$ cat src/rtl/uart_msg_tx.sv
// uart_msg_tx: sends a latched packed message as back-to-back async serial frames
//   clk, reset      : single clock, synchronous active-high reset
//   start           : send request, honoured only when idle
//   msg, msg_len    : packed message (top slice first) and character count
//   txd_pin         : serial line, idles high
//   busy, done      : in-progress flag and one-cycle completion pulse
//   led             : [0] busy, [1] sticky done, [2] per-character toggle, [3] sticky NUL stop
module uart_msg_tx #(
    parameter int CLKS_PER_BIT = 868,
    parameter int MSG_BYTES    = 16,
    parameter int DATA_BITS    = 8,
    parameter int STOP_BITS    = 1,
    parameter int PARITY_EN    = 0,
    parameter int PARITY_ODD   = 0,
    parameter int NUL_STOP     = 0
) (
    input  logic                                 clk,
    input  logic                                 reset,
    input  logic                                 start,
    input  logic [MSG_BYTES*DATA_BITS-1:0]       msg,
    input  logic [$clog2(MSG_BYTES+1)-1:0]       msg_len,
    output logic                                 txd_pin,
    output logic                                 busy,
    output logic                                 done,
    output logic [3:0]                           led
);
    localparam int LW = $clog2(MSG_BYTES + 1);
    localparam int CW = $clog2(CLKS_PER_BIT);
    localparam int MW = MSG_BYTES * DATA_BITS;
    localparam logic [LW-1:0] MAX_LEN = LW'(MSG_BYTES);

    typedef enum logic [2:0] {IDLE, LOAD, START, DATA, PARITY, STOP, NEXT, FINISH} state_t;

    state_t               state, state_next;
    logic [MW-1:0]        msg_q;
    logic [LW-1:0]        len_q, idx;
    logic [DATA_BITS-1:0] shreg;
    logic [CW-1:0]        clk_cnt;
    logic [2:0]           bit_cnt;
    logic                 par, tick, nul, last, abort;

    // msg_q is shifted left as characters are consumed, so its top slice is always the next character
    assign tick  = clk_cnt == CW'(CLKS_PER_BIT - 1);
    assign nul   = NUL_STOP != 0 && msg_q[MW-1 -: DATA_BITS] == '0;
    assign last  = state == LOAD ? len_q == '0 : LW'(idx + 1'b1) == len_q;
    assign abort = (state == LOAD || state == NEXT) && !last && nul;

    // NEXT occupies the final cycle of the last stop bit, keeping frames back-to-back
    always_comb begin
        state_next = state;
        case (state)
            IDLE:       state_next = start ? LOAD : IDLE;
            LOAD, NEXT: state_next = last || nul ? FINISH : START;
            START:      state_next = tick ? DATA : START;
            DATA:       state_next = tick && bit_cnt == 3'(DATA_BITS - 1) ? (PARITY_EN != 0 ? PARITY : STOP) : DATA;
            PARITY:     state_next = tick ? STOP : PARITY;
            STOP:       state_next = clk_cnt == CW'(CLKS_PER_BIT - 2) && bit_cnt == 3'(STOP_BITS - 1) ? NEXT : STOP;
            default:    state_next = IDLE;
        endcase
    end

    // outputs are registered from the current state, so the line trails the FSM by one cycle
    always_ff @(posedge clk) begin
        if (reset) begin
            state   <= IDLE;
            msg_q   <= '0;
            len_q   <= '0;
            idx     <= '0;
            shreg   <= '0;
            clk_cnt <= '0;
            bit_cnt <= '0;
            par     <= 1'b0;
            txd_pin <= 1'b1;
            busy    <= 1'b0;
            done    <= 1'b0;
            led     <= '0;
        end else begin
            state   <= state_next;
            clk_cnt <= tick || !(state inside {START, DATA, PARITY, STOP}) ? '0 : clk_cnt + 1'b1;
            bit_cnt <= state_next != state ? '0 : bit_cnt + 3'(tick);
            if (state == IDLE && start) begin
                msg_q  <= msg;
                len_q  <= msg_len > MAX_LEN ? MAX_LEN : msg_len;
                led[1] <= 1'b0;
                led[3] <= 1'b0;
            end
            if (state == LOAD || state == NEXT) begin
                msg_q <= msg_q << DATA_BITS;
                shreg <= msg_q[MW-1 -: DATA_BITS];
                par   <= PARITY_ODD != 0;
                idx   <= state == LOAD ? '0 : idx + 1'b1;
            end
            if (state == DATA && tick) begin
                shreg <= shreg >> 1;
                par   <= par ^ shreg[0];
            end
            if (state == NEXT)
                led[2] <= ~led[2];
            if (abort)
                led[3] <= 1'b1;
            if (state == FINISH)
                led[1] <= 1'b1;
            txd_pin <= state == START ? 1'b0 : state == DATA ? shreg[0] : state == PARITY ? par : 1'b1;
            busy    <= !(state inside {IDLE, FINISH});
            led[0]  <= !(state inside {IDLE, FINISH});
            done    <= state == FINISH;
        end
    end
endmodule

$ cat config.mk
export PLATFORM = sky130hd
export DESIGN_NAME = uart_msg_tx
export DESIGN_NICKNAME = d
export VERILOG_FILES = /design/src/rtl/uart_msg_tx.sv
export SDC_FILE = /design/constraint.sdc
export NUM_CORES = 1
export LEC_CHECK = 0
export BUFFER_PORTS_ARGS = -buffer_cell sky130_fd_sc_hd__buf_2
export CAP_MARGIN = 10
export CORE_MARGIN = 8
export CORE_UTILIZATION = 35
export CTS_CLUSTER_SIZE = 25
export DETAILED_ROUTE_END_ITERATION = 8
export PLACE_DENSITY = 0.6
export SLEW_MARGIN = 5
export SYNTH_ARGS = -nofsm -noshare
export SYNTH_HDL_FRONTEND = slang
export SYNTH_SLANG_ARGS = --single-unit
export TNS_END_PERCENT = 50
$ cat constraint.sdc
create_clock -name clk -period 2.5 [get_ports clk]
set_input_delay 0.375 -clock clk [delete_from_list [all_inputs] [get_ports clk]]
set_output_delay 0.375 -clock clk [all_outputs]
set_load 0.05 [all_outputs]
==> results <==
- The share of total power dissipated in sequential elements is 40.5%.
- The layout cell share with drive strength beyond 1 is 19.04%.
- The core utilization of the finished layout is 42.69%.
- The flow ran to the end, and the final reports show no timing, DRC or antenna violations.
- The part of the cycle the worst path needs is 89.81%.
- The worst slew margin relative to its limit is 60.17%.
- The number of endpoints with negative hold slack in the final report was 0.
- The worst-path maximum fanout is 14.
- In the post-synthesis netlist, the biggest area contributors are sky130_fd_sc_hd__dfxtp_1 45%, sky130_fd_sc_hd__a311oi_1 15%, sky130_fd_sc_hd__nand2_1 14%.
- The first detailed-routing pass ran for 4 iterations.
- The largest individual stage delay along the critical path comes from the cell sky130_fd_sc_hd__or4b_4.
- The synthesized design contains 168 register bits.
- Setup repair after global routing left no endpoint under its margin.
- The post-placement cell count is 1288.
- The post-route DRC violation count is 0.
- The first global-routing pass estimated 32.23 mm of wire.
- The initial cell density of the core is 35.45%.
- The number of fillers in the final layout is 2139.
- The combinational fraction of design power is 32.5%.
- The critical path goes through or4b_4, nor3_4, nand3_2, a311oi_1.
- From synthesis to final layout, the design area changed by 20.43%.
- The worst ir drop on vdd is 510.1 uV.
- The clock network burns 27.0% of the power.
- For this block, the initial DRC count from the detailed router was 486.
- The routed design has 20.14 mm of wire.
- The largest total area in the synthesized netlist belongs to sky130_fd_sc_hd__dfxtp_1.
- The path type of the worst setup path is flip-flop to flip-flop.
- The number of antenna-violating nets in the routed design is 0.
- The worst setup skew after layout is 0.01307 ns.
- The global route total overflow is 0.
- Each instance of the synthesized netlist takes up on average 7.886 sq um.
- Pin placement for this block handled 143 I/O pins.
- The multi-input combinational cells in the finished layout cover a total of 0.003689 sq mm.
- The floorplan step defined a die boundary enclosing 0.02614 sq mm.
- The mean number of vias per cell is 5.151.
- The number of sinks handled by clock tree synthesis is 168.
- The path class of the lowest-slack min-delay path is input pin to flip-flop.
- The worst slack after detailed placement is 0.3591 ns.
- The CTS tree is built.
- The total leakage power is 3.599 nW.
- In the final timing run, aggregate negative setup slack is 0 ns.
- Dividing the detail-routed wire length by the instance count gives 15.25 microns.
- The number of cells in the finished layout apart from fillers is 1321.
- Global routing used 14.98% of the available tracks.
- The site row count is 53.
- The count of flip-flops with a built-in enable after synthesis is 0.
- The post-synthesis cell area is 0.007428 sq mm.
- The total count of max-transition violations in the final report came to 0.
- The final HPWL from detailed placement is 13.59 mm.
- The internal power of the cells totals 0.006322 W.
- The kind of end point of the critical path is a flip-flop.
- In the synthesized netlist the async set-or-reset flop fraction comes to 0%.
- When the netlist entered floorplanning its net count stood at 1083.
- The startpoint type of the worst setup path is a flip-flop.
- Across all layers, the routed design uses 6805 vias.
- The clock reaches the later pin of the worst-skew pair after 0.43 ns.
- The count of distinct cell types in the synthesized netlist is 50.
- The number of antenna violations at the first check in global routing is 6.
- The floorplan die height is 161.7 microns.
- Once routing completed, OpenROAD measured the worst setup slack at 0.2549 ns.
- The number of clock buffers added by TritonCTS is 17.
- Across all hold checks on the routed design, the worst slack comes to 0.1793 ns.
- The number of maximum-capacitance violations is 0.
- The instance count of the mapped netlist is 942.
- The via count of the first global-routing pass is 6332.
- The buffer type at the clock tree root is sky130_fd_sc_hd__clkbuf_16.
- Data on the critical path arrives at its endpoint at 2.56 ns.
- The final count of negative-setup-slack endpoints is 0.
- Buffers inserted to repair hold after CTS numbered 0.
- The final RePlAce weighted congestion is 0.7787.
- Data on the critical path is required at its endpoint by 2.82 ns.
- In this run the power density over the cells is 1109 mW/mm^2.
- The maximum cell stage delay along the critical path is 0.58 ns.
- The worst register-to-register path has a depth of 4.
- Sequential cells were found to cover 45.28% of the synthesized design area.
- The final layout contains 1173 nets.
- The worst hold path was traced through 3 stages.
- In this run switching power makes up 36.27% of total power.
- The clock passes through at most 2 buffers.
- For the pin with the worst max-slew slack, the measured transition is 0.5974 ns.
- The post-CTS resize count is 0.
- The clock-pin slew of the registers on the worst-case setup and hold paths is 0.07 ns.
- The post-route minimum period is 2.245 ns.
- The Yosys step of the flow raised 0 warnings.
- The count of input and output buffers is 141.
- The region available for standard cell placement spans 0.02096 sq mm.
- The switching component of the power is 0.003597 W.
- The most instantiated flip-flop cell in the synthesis netlist is sky130_fd_sc_hd__dfxtp_1.
- Buffers added to address setup during post-CTS repair amount to 0.
- The maximum number of pins on one net before global-route repair is 92.
- Summing all flip-flop and latch instances after layout gives 0.003363 sq mm.
- The highest clock frequency the design can meet is 0.4454 GHz.
- The die outline width is 161.7 microns.
- The clock tree synthesis step divided the H-tree into 4 levels.
- Summed over its instances, the top area cell type makes up 45.28% of the synthesized netlist area.
==> logic make-up (layout without fill, tap and decap cells) <==
logic type               count (synthesis)  in the layout  share of synthesized area (%)
AO/OA/AOI/OAI                          173            173                          18.90
other                                    1              2                        0.05048
buffers and inverters                   90            193                          5.272
XOR/XNOR                                19             19                          2.240
multiplexers                             1              1                         0.1348
flip-flops                             168            168                          45.28
adder cells (fa/ha/maj)                  5              5                         0.8422
AND/OR/NAND/NOR                        485            485                          27.29
==> per-stage QoR <==
step	power, W	area, sq um
2_1_floorplan	0.006367	7428
3_3_place_gp	0.007276	8343
6_report	0.009919	8946
4_1_cts	0.01001	8944
3_5_place_dp	0.007308	8343
5_1_grt	0.01060	8946
==> registers in the layout, summed over array words and instances, names as in the netlist <==
signal / cells
msg_q: 128
txd_pin: 1
state: 3
len_q: 5
done: 1
busy: 1
par: 1
bit_cnt: 3
clk_cnt: 10
idx: 5
shreg: 8
led: 2
==> layout by cell type (no fill, tap or decap), types with 3 or more instances in the layout <==
cell,count
sky130_fd_sc_hd__nand2_1,279
sky130_fd_sc_hd__dfxtp_1,168
sky130_fd_sc_hd__nor2_1,152
sky130_fd_sc_hd__buf_2,140
sky130_fd_sc_hd__a311oi_1,129
sky130_fd_sc_hd__a21oi_1,24
sky130_fd_sc_hd__clkbuf_16,17
sky130_fd_sc_hd__xnor2_1,11
sky130_fd_sc_hd__buf_4,10
sky130_fd_sc_hd__xor2_1,8
sky130_fd_sc_hd__buf_12,8
sky130_fd_sc_hd__nor3b_1,7
sky130_fd_sc_hd__nand3_1,6
sky130_fd_sc_hd__nor3_1,6
sky130_fd_sc_hd__nor4_1,6
sky130_fd_sc_hd__nor4b_1,5
sky130_fd_sc_hd__ha_1,5
sky130_fd_sc_hd__o21ai_0,4
sky130_fd_sc_hd__and3_1,4
sky130_fd_sc_hd__clkbuf_1,4
sky130_fd_sc_hd__clkinvlp_4,4
sky130_fd_sc_hd__inv_1,3
sky130_fd_sc_hd__nand2b_1,3
sky130_fd_sc_hd__a31oi_1,3
sky130_fd_sc_hd__clkinv_4,3
sky130_fd_sc_hd__bufinv_16,3
==> final timing paths <==
| check | start | endpoint | slack [ns] |
|---|---|---|---|
| worst min-delay path | msg[7] | msg_q[7] | 0.18 |
| worst max register to register | clk_cnt[2] | shreg[3] | 0.25 |
| worst max-delay path | clk_cnt[2] | shreg[3] | 0.25 |
| worst min register to register | msg_q[5] | msg_q[5] | 0.46 |
==> critical path, delay by kind of cell (launching register included) <==
family,cells,cell delay [ns]
AO/OA/AOI/OAI,1,0.34
flip-flops,1,0.38
AND/OR/NAND/NOR,3,1.42
==> routing by layer <==
metal  global-route usage (%)  vias up  part of all wire, %
met2                    22.88      174                   45
met1                    20.06     3128                   47
met4                    4.040       10                 0.88
li1                         -     3472                    -
met5                        0        -                 0.31
met3                    4.657       21                  6.4
==> cells in the mapped netlist (5+ instances only) <==
cell type                    n
sky130_fd_sc_hd__ha_1        5
sky130_fd_sc_hd__xor2_1      8
sky130_fd_sc_hd__clkbuf_1   53
sky130_fd_sc_hd__nor2_1    153
sky130_fd_sc_hd__nand3_1     6
sky130_fd_sc_hd__a311oi_1  129
sky130_fd_sc_hd__buf_1      10
sky130_fd_sc_hd__buf_2      19
sky130_fd_sc_hd__nor3b_1     7
sky130_fd_sc_hd__nor4b_1     5
sky130_fd_sc_hd__nor3_1      6
sky130_fd_sc_hd__nor4_1      6
sky130_fd_sc_hd__nand2_1   279
sky130_fd_sc_hd__xnor2_1    11
sky130_fd_sc_hd__dfxtp_1   168
sky130_fd_sc_hd__a21oi_1    24
==> power by group through the flow <==
stage | clock, W | combinational [W] | sequential [W]
final | 0.00268 | 0.00322 | 0.00402
after global routing | 0.00285 | 0.00363 | 0.00413
after CTS | 0.00274 | 0.00325 | 0.00403
after detailed placement | 0 | 0.00323 | 0.00408
after global placement | 0 | 0.00321 | 0.00406
after floorplan | 0 | 0.00242 | 0.00395
==> final cells by class <==
class / instances / share of cell area [%]
diodes: 1 / 0.02797
clock buffers: 22 / 5.077
clock inverters: 10 / 1.636
inverters: 3 / 0.1259
multi-input cells: 684 / 41.23
flip-flops and latches: 168 / 37.59
well taps: 275 / 3.846
repair buffers: 158 / 10.46
Power figures use the tool's default switching activity.
